**config.mk**
```make
export PLATFORM = sky130hd
export DESIGN_NAME = imem_dmem_port_arbiter
export DESIGN_NICKNAME = d
export VERILOG_FILES = /design/src/rtl/imem_dmem_port_arbiter.sv
export SDC_FILE = /design/constraint.sdc
export NUM_CORES = 1
export LEC_CHECK = 0
export CAP_MARGIN = 5
export CORE_UTILIZATION = 30
export CTS_BUF_LIST = sky130_fd_sc_hd__clkbuf_8
export CTS_CLUSTER_DIAMETER = 60
export DETAILED_ROUTE_END_ITERATION = 16
export DONT_BUFFER_PORTS = 1
export HOLD_SLACK_MARGIN = 0.05
export SYNTH_ARGS = -nofsm -noshare
export SYNTH_HDL_FRONTEND = slang
export SYNTH_SLANG_ARGS = --single-unit
```
**constraint.sdc**
```tcl
create_clock -name clk_i -period 2.11 [get_ports clk_i]
set_input_delay 0.1055 -clock clk_i [delete_from_list [all_inputs] [get_ports clk_i]]
set_output_delay 0.1055 -clock clk_i [all_outputs]
set_load 0.02 [all_outputs]
```
**src/rtl/imem_dmem_port_arbiter.sv**
```systemverilog
// Arbitrates one single-port unified memory between instruction fetch and the load/store unit.
// Data side has fixed priority; a streak counter forces a fetch grant to prevent starvation.
module imem_dmem_port_arbiter #(
  parameter int unsigned STARVE_LIMIT = 4
) (
  input  logic        clk_i,
  input  logic        rst_i,
  // fetch request / response
  input  logic        if_req_valid_i,
  output logic        if_req_ready_o,
  input  logic [31:0] if_req_addr_i,
  input  logic        if_flush_i,
  output logic        if_rsp_valid_o,
  output logic [31:0] if_rsp_addr_o,
  output logic [31:0] if_rsp_instr_o,
  // load/store request / response
  input  logic        ls_req_valid_i,
  output logic        ls_req_ready_o,
  input  logic [31:0] ls_req_addr_i,
  input  logic        ls_req_we_i,
  input  logic [3:0]  ls_req_be_i,
  input  logic [31:0] ls_req_wdata_i,
  output logic        ls_rsp_valid_o,
  output logic [31:0] ls_rsp_rdata_o,
  // memory side
  output logic        mem_req_valid_o,
  input  logic        mem_req_ready_i,
  output logic [31:0] mem_req_addr_o,
  output logic        mem_req_we_o,
  output logic [3:0]  mem_req_be_o,
  output logic [31:0] mem_req_wdata_o,
  input  logic        mem_rsp_valid_i,
  input  logic [31:0] mem_rsp_rdata_i
);

  typedef enum logic [1:0] {StIdle, StIssue, StWait} state_e;

  localparam logic [3:0] StreakMax = 4'(STARVE_LIMIT);

  state_e      state_q, state_d;

  logic        owner_ls_q;
  logic [3:0]  streak_q;
  logic        drop_q;
  logic [31:0] addr_q;
  logic        we_q;
  logic [3:0]  be_q;
  logic [31:0] wdata_q;

  logic        if_rsp_valid_q;
  logic [31:0] if_rsp_addr_q;
  logic [31:0] if_rsp_instr_q;
  logic        ls_rsp_valid_q;
  logic [31:0] ls_rsp_rdata_q;

  logic        in_idle;
  logic        force_fetch;
  logic        grant_if;
  logic        grant_ls;
  logic        grant_any;
  logic        rsp_take;
  logic        flush_hit;
  logic        drop_now;

  // ---------------------------------------------------------------------------
  // Arbitration
  // ---------------------------------------------------------------------------
  always_comb begin
    in_idle     = (state_q == StIdle) && !rst_i;
    force_fetch = if_req_valid_i && (streak_q == StreakMax);
    grant_ls    = in_idle && ls_req_valid_i && !force_fetch;
    grant_if    = in_idle && if_req_valid_i && !grant_ls;
    grant_any   = grant_if || grant_ls;
  end

  // A flush only matters while a fetch transaction is in flight; the request
  // itself is never retracted, only its response is swallowed.
  always_comb begin
    flush_hit = if_flush_i && !owner_ls_q && ((state_q == StIssue) || (state_q == StWait));
    drop_now  = drop_q || flush_hit;
    rsp_take  = (state_q == StWait) && mem_rsp_valid_i;
  end

  // ---------------------------------------------------------------------------
  // FSM: state register
  // ---------------------------------------------------------------------------
  always_ff @(posedge clk_i) begin
    if (rst_i) begin
      state_q <= StIdle;
    end else begin
      state_q <= state_d;
    end
  end

  // ---------------------------------------------------------------------------
  // FSM: next state
  // ---------------------------------------------------------------------------
  always_comb begin
    state_d = state_q;
    unique case (state_q)
      StIdle: begin
        if (grant_any) begin
          state_d = StIssue;
        end
      end
      StIssue: begin
        if (mem_req_ready_i) begin
          state_d = StWait;
        end
      end
      StWait: begin
        if (mem_rsp_valid_i) begin
          state_d = StIdle;
        end
      end
      default: state_d = StIdle;
    endcase
  end

  // ---------------------------------------------------------------------------
  // FSM: outputs
  // ---------------------------------------------------------------------------
  always_comb begin
    if_req_ready_o  = grant_if;
    ls_req_ready_o  = grant_ls;
    mem_req_valid_o = (state_q == StIssue);
    mem_req_addr_o  = addr_q;
    mem_req_we_o    = we_q;
    mem_req_be_o    = be_q;
    mem_req_wdata_o = wdata_q;
  end

  // ---------------------------------------------------------------------------
  // Latched request fields and owner
  // ---------------------------------------------------------------------------
  always_ff @(posedge clk_i) begin
    if (rst_i) begin
      owner_ls_q <= 1'b0;
      addr_q     <= '0;
      we_q       <= 1'b0;
      be_q       <= '0;
      wdata_q    <= '0;
    end else if (grant_any) begin
      owner_ls_q <= grant_ls;
      addr_q     <= grant_ls ? ls_req_addr_i : if_req_addr_i;
      we_q       <= grant_ls && ls_req_we_i;
      be_q       <= (grant_ls && ls_req_we_i) ? ls_req_be_i : 4'hF;
      wdata_q    <= (grant_ls && ls_req_we_i) ? ls_req_wdata_i : 32'h0;
    end
  end

  // ---------------------------------------------------------------------------
  // Starvation streak: counts LSU wins while fetch was left waiting
  // ---------------------------------------------------------------------------
  always_ff @(posedge clk_i) begin
    if (rst_i) begin
      streak_q <= '0;
    end else if (grant_ls && if_req_valid_i) begin
      if (streak_q != StreakMax) begin
        streak_q <= streak_q + 4'd1;
      end
    end else if (grant_any) begin
      streak_q <= '0;
    end
  end

  // ---------------------------------------------------------------------------
  // Fetch squash flag
  // ---------------------------------------------------------------------------
  always_ff @(posedge clk_i) begin
    if (rst_i) begin
      drop_q <= 1'b0;
    end else if (rsp_take || (state_q == StIdle)) begin
      drop_q <= 1'b0;
    end else if (flush_hit) begin
      drop_q <= 1'b1;
    end
  end

  // ---------------------------------------------------------------------------
  // Response registers
  // ---------------------------------------------------------------------------
  always_ff @(posedge clk_i) begin
    if (rst_i) begin
      if_rsp_valid_q <= 1'b0;
      if_rsp_addr_q  <= '0;
      if_rsp_instr_q <= '0;
    end else begin
      if_rsp_valid_q <= rsp_take && !owner_ls_q && !drop_now;
      if (rsp_take && !owner_ls_q && !drop_now) begin
        if_rsp_addr_q  <= addr_q;
        if_rsp_instr_q <= mem_rsp_rdata_i;
      end
    end
  end

  always_ff @(posedge clk_i) begin
    if (rst_i) begin
      ls_rsp_valid_q <= 1'b0;
      ls_rsp_rdata_q <= '0;
    end else begin
      ls_rsp_valid_q <= rsp_take && owner_ls_q;
      if (rsp_take && owner_ls_q) begin
        ls_rsp_rdata_q <= we_q ? 32'h0 : mem_rsp_rdata_i;
      end
    end
  end

  always_comb begin
    if_rsp_valid_o = if_rsp_valid_q;
    if_rsp_addr_o  = if_rsp_addr_q;
    if_rsp_instr_o = if_rsp_instr_q;
    ls_rsp_valid_o = ls_rsp_valid_q;
    ls_rsp_rdata_o = ls_rsp_rdata_q;
  end

endmodule

```
# ---- Yosys cells after proc, flatten, opt, wreduce, memory -nomap -nowiden
# Cells that the tools add are included.
dict set report word_totals {
  ff_bits 175
  latch_bits 0
  ramBits 0
  rom_bits 0
  out_inout_bits 170
  elab_cells 61
  mem_count 0
}
dict set report op_classes {
  addsub 1
  mul 0
  div_mod_pow 0
  order_cmp 0
  n_eq_ne 8
  n_shift 0
  n_mux 11
  bitwise_logic 0
  reduce_logical 28
}
# cell n
set ops {}
lappend ops {{$mux W32} 3}
lappend ops {{$mux W4} 4}
lappend ops {{$logic_and A1 B1 Y1} 14}
lappend ops {{$mux W2} 3}
lappend ops {{$pmux W2 S3} 1}
lappend ops {{$logic_not A1 Y1} 5}
lappend ops {{$add A4 B1 Y4 const B} 1}
lappend ops {{$eq A4 B3 Y1 const B} 1}
lappend ops {{$logic_or A1 B1 Y1} 4}
lappend ops {{$ne A2 B1 Y1 const B} 2}
lappend ops {{$ne A2 B2 Y1 const B} 2}
lappend ops {{$ne A4 B3 Y1 const B} 1}
lappend ops {{$reduce_and A3 Y1} 1}
lappend ops {{$eq A2 B1 Y1 const B} 1}
lappend ops {{$eq A2 B2 Y1 const B} 1}
lappend ops {{$logic_not A2 Y1} 1}
lappend ops {{$reduce_and A2 Y1} 1}
lappend ops {{$reduce_bool A2 Y1} 1}
lappend ops {{$reduce_or A2 Y1} 1}

# ---- Logic depth before layout (Yosys ltp)
dict set report depth {
  depth_word 9
  mapped_depth 8
}

# ---- Worst setup path before layout
# No wires, ideal clock.
dict set report synth_path {
  kind {register to register}
  startpoint {register state_q[0]}
  endpoint {register if_rsp_instr_q[3] (netlist: if_rsp_instr_o[3])}
  setup_ns 0.132
  arrival_ns 1.620
  required_ns 1.978
  slack_ns 0.358
  stages_incl_launch_ff 9
  n_path_buf 2
  period_less_slack_ns 1.752
  path_cell_list {dfxtp_1 > inv_1 > ha_1 > nand2_1 > or4b_1 > buf_4 > buf_6 > nand2_1 > a21oi_1}
}
dict set report synth_between {
  elab_chain_len 6
  elab_cells_between_ends 9
  cone_classes {eq/ne: 2; reduce/logical: 7}
}
# element line_no
set synth_rtl {}
lappend synth_rtl {{from (decl)} 40} ;# state_e state_q, state_d;
lappend synth_rtl {{from (signal assigned)} 89} ;# state_q <= StIdle;
lappend synth_rtl {{from (signal assigned)} 91} ;# state_q <= state_d;
lappend synth_rtl {{$eq A2 B1 Y1 or $eq A2 B2 Y1 (tied branches)} {79, 81}}
lappend synth_rtl {{$logic_or A1 B1 Y1} 79} ;# flush_hit = if_flush_i && !owner_ls_q && ((state_q == StIssue) || (state_q == StWait));
lappend synth_rtl {{$logic_and A1 B1 Y1} 79}
lappend synth_rtl {{$logic_or A1 B1 Y1} 80} ;# drop_now = drop_q || flush_hit;
lappend synth_rtl {{$logic_not A1 Y1} 190} ;# if (rsp_take && !owner_ls_q && !drop_now) begin
lappend synth_rtl {{$logic_and A1 B1 Y1 *} 190}
lappend synth_rtl {{to (signal assigned)} 192} ;# if_rsp_instr_q <= mem_rsp_rdata_i;
lappend synth_rtl {{to (decl)} 52} ;# logic [31:0] if_rsp_instr_q;
# Every way passes the cells marked *; elsewhere a longest branch is shown, timed or not.
# A chain may end at the register's enable or synchronous reset.

# ---- Final worst setup path
dict set report layout_path {
  startpoint {register state_q[0]}
  endpoint {register if_rsp_instr_q[22] (netlist: if_rsp_instr_o[22])}
}
# The elaborated chain is that of the path after synthesis.

==> impl_metrics.json <==
{
  "dr_total_vias": 5462,
  "maxSlewHeadroom_pct": 65.2,
  "holdWs_ns": 0.0540,
  "place_congestion": 0.761,
  "postCtsSetupBuffers": 0,
  "drt_iter0_markers": 289,
  "crit_top_cell": "nand2_1",
  "fmax_ghz": 0.499,
  "netlist_area_mm2": 0.00623,
  "fp.dieW_um": 146,
  "wire_per_inst_um": 17.2,
  "die_h_um": 146,
  "maxCapViolCount": 0,
  "cts.clk_slew.worst_paths_ns": 0.09,
  "avgSynthCellArea_um2": 9.09,
  "dp_cells": 919,
  "finalHoldViolCount": 0,
  "area_delta_synth_final_pct": 36.1,
  "n_antenna_cell": 0,
  "vias_per_cell": 4.98,
  "finalCritPeriodShare_pct": 94.9,
  "fin_util_pct": 41.8,
  "grt_usage_pct": 16.0,
  "crit_chain": "inv_1, ha_1, nand2_1, or4b_2, buf_4, nand2_1, a21oi_1",
  "startpoint_type": "flop",
  "synth_warnings": 0,
  "io-pin-count": 310,
  "ant_nets": 0,
  "final_cell_mix": "173 x dfxtp_1, 146 x dlygate4sd3_1, 130 x nand2_1",
  "r2r-start": "state_q[0]",
  "timing.hold.worst.class": "input pin to flop",
  "drc_errors": 0,
  "worstPathMaxFanout": 24,
  "core_mm2": 0.0203,
  "drt_pass1_iterations": 5,
  "power.density_mw_per_mm2": 990,
  "setup_violations": 0,
  "grt_pass1_vias": 4980,
  "clock_skew_ns": 0.0128,
  "seq_area_frac_synth_pct": 56.3,
  "power_w": 0.00839,
  "crit_type": "flop to flop",
  "rows": 52,
  "placement.io_buffers": 0,
  "whs_path_depth": 2,
  "cts.sinks": 175,
  "final_max_slew_viol_count": 0,
  "design.die.area_mm2": 0.0213,
  "synthCells": 685,
  "ys.flop_type": "dfxtp_1",
  "initial_core_util_pct": 30.7,
  "stdcell_count": 1097,
  "synth_cell_types": 38,
  "grt_max_degree": 116,
  "power.static_leakage_nw": 3.12,
  "crit_path_end_kind": "flop",
  "antenna_found_initial": 1,
  "setup_tns_ns": 0,
  "crit_arrival_ns": 2.31,
  "clockBufferDepth": 2,
  "nFillCells": 1984,
  "period_needed_ns": 2.00,
  "hold_end": "streak_q[1]",
  "crit_required_ns": 2.42,
  "yosys_register_bits": 175,
  "finalWirelength_mm": 18.8,
  "status": "complete, no violations",
  "crit_slowest_cell": "or4b_2",
  "clock_latency_ns": 0.45,
  "grt_pass1_wl_mm": 26.9,
  "layout.nets": 961,
  "htree_levels": 4,
  "r2r_end": "if_rsp_instr_o[22]",
  "critPathMaxStageDelay_ns": 0.68,
  "async_flop_share_pct": 0,
  "synth_edf_count": 0,
  "rsz0062_at_grt": "yes",
  "min_from": "rst_i",
  "ctsRootBufferMaster": "clkbuf_8",
  "r2r_setup_slack_ns": 0.11,
  "numCtsBuffers": 17,
  "final_common_cell": "dfxtp_1",
  "vdd_drop_max_uv": 378,
  "cts_tree": "built",
  "drive_gt1_share_pct": 8.22,
  "post-dp-hpwl_mm": 11.2,
  "reg2regPathDepth": 7,
  "syn_nets": 831,
  "grt_overflow": 0,
  "worst_pin_slew_ns": 0.523
}
-- power breakdown --
part / switching [W] / internal, W / total [W]
clock: 0.00125 / 0.00107 / 0.00231
combinational: 0.000885 / 0.000743 / 0.00163
sequential: 0.000772 / 0.00367 / 0.00445
total: 0.00290 / 0.00549 / 0.00839
-- synthesized netlist by cell type, drive strengths merged, types with 2 or more instances --
master	instances	area [µm²]
dfxtp	175	3500
nand2	130	488
nor2	78	295
a21oi	68	340
a22o	64	561
nor3	34	170
buf	32	201
nor4	32	206
clkbuf	22	82.6
inv	14	52.6
ha	6	75.1
a211oi	4	30.0
nand2b	4	25.0
mux2i	3	30.0
nand3	2	15.0
nor2b	2	20.0
-- repair_timing --
item,in CTS,in global routing
pin swaps,0,1
hold buffers,80,67
hold endpoints to repair,175,103
setup endpoints to repair,1,32
resized for setup,1,10
gates cloned,0,0
-- per-layer routing --
metal | share of wire (%) | vias up | track usage [%] | wire length [µm]
met1 | 40 | 2563 | 18.1 | 7520
met3 | 7.6 | 34 | 5.69 | 1430
met4 | 2.0 | 2 | 6.20 | 381
met2 | 50 | 247 | 27.6 | 9480
li1 | - | 2616 | - | -
met5 | 0.069 | - | 0 | 13
-- stage by stage --
step,instance area (µm²),setup slack (ns)
detailed placement,6550,0.0863
global route,8480,-0.0185
finish,8480,0.108
CTS,7740,0.0170
global placement,6550,0.140
floorplan,6230,0.358
-- flip-flops by register name (all words and copies together) (netlist names) --
register         flops
drop_q               1
ls_rsp_valid_o       1
owner_ls_q           1
if_rsp_addr_o       32
ls_rsp_rdata_o      32
mem_req_be_o         4
mem_req_we_o         1
mem_req_wdata_o     32
if_rsp_instr_o      32
state_q              2
streak_q             4
if_rsp_valid_o       1
mem_req_addr_o      32
-- final cells by class --
type | instances | area, µm² | area share (%)
flip-flops and latches | 175 | 3510 | 41.4
multi-input cells | 442 | 2450 | 28.9
repair buffers | 165 | 1740 | 20.5
well taps | 270 | 338 | 3.99
clock buffers | 21 | 289 | 3.41
clock inverters | 10 | 100 | 1.18
inverters | 14 | 52.6 | 0.620
-- worst max-delay path: cells and delay by family, from the launching register on --
kind                     cells  cell delay, ns
AO/OA/AOI/OAI                1            0.06
adder cells (fa/ha/maj)      1            0.19
buffers and inverters        2            0.40
flip-flops                   1            0.34
AND/OR/NAND/NOR              3            0.88
-- worst max-delay path by stage --
stage,from,to,slack (ns),cells past startpoint
floorplan,state_q[0],if_rsp_instr_o[3],0.36,8
global placement,state_q[0],if_rsp_instr_o[13],0.14,7
detailed placement,state_q[0],if_rsp_instr_o[6],0.09,7
CTS,state_q[0],mem_req_be_o[2],0.02,7
global route,state_q[0],streak_q[3],-0.02,6
finish,state_q[0],if_rsp_instr_o[22],0.11,7
-- cells by family after synthesis --
kind of cell               count (synthesis)  share of synthesized area (%)
AOI/OAI and AO/OA                        144                           16.1
adders and majority gates                  6                           1.21
buffers and inverters                     68                           5.41
DFF                                      175                           56.3
muxes                                      3                          0.482
and+or+nand+nor                          289                           20.5
(Power assumes the default switching activity.)
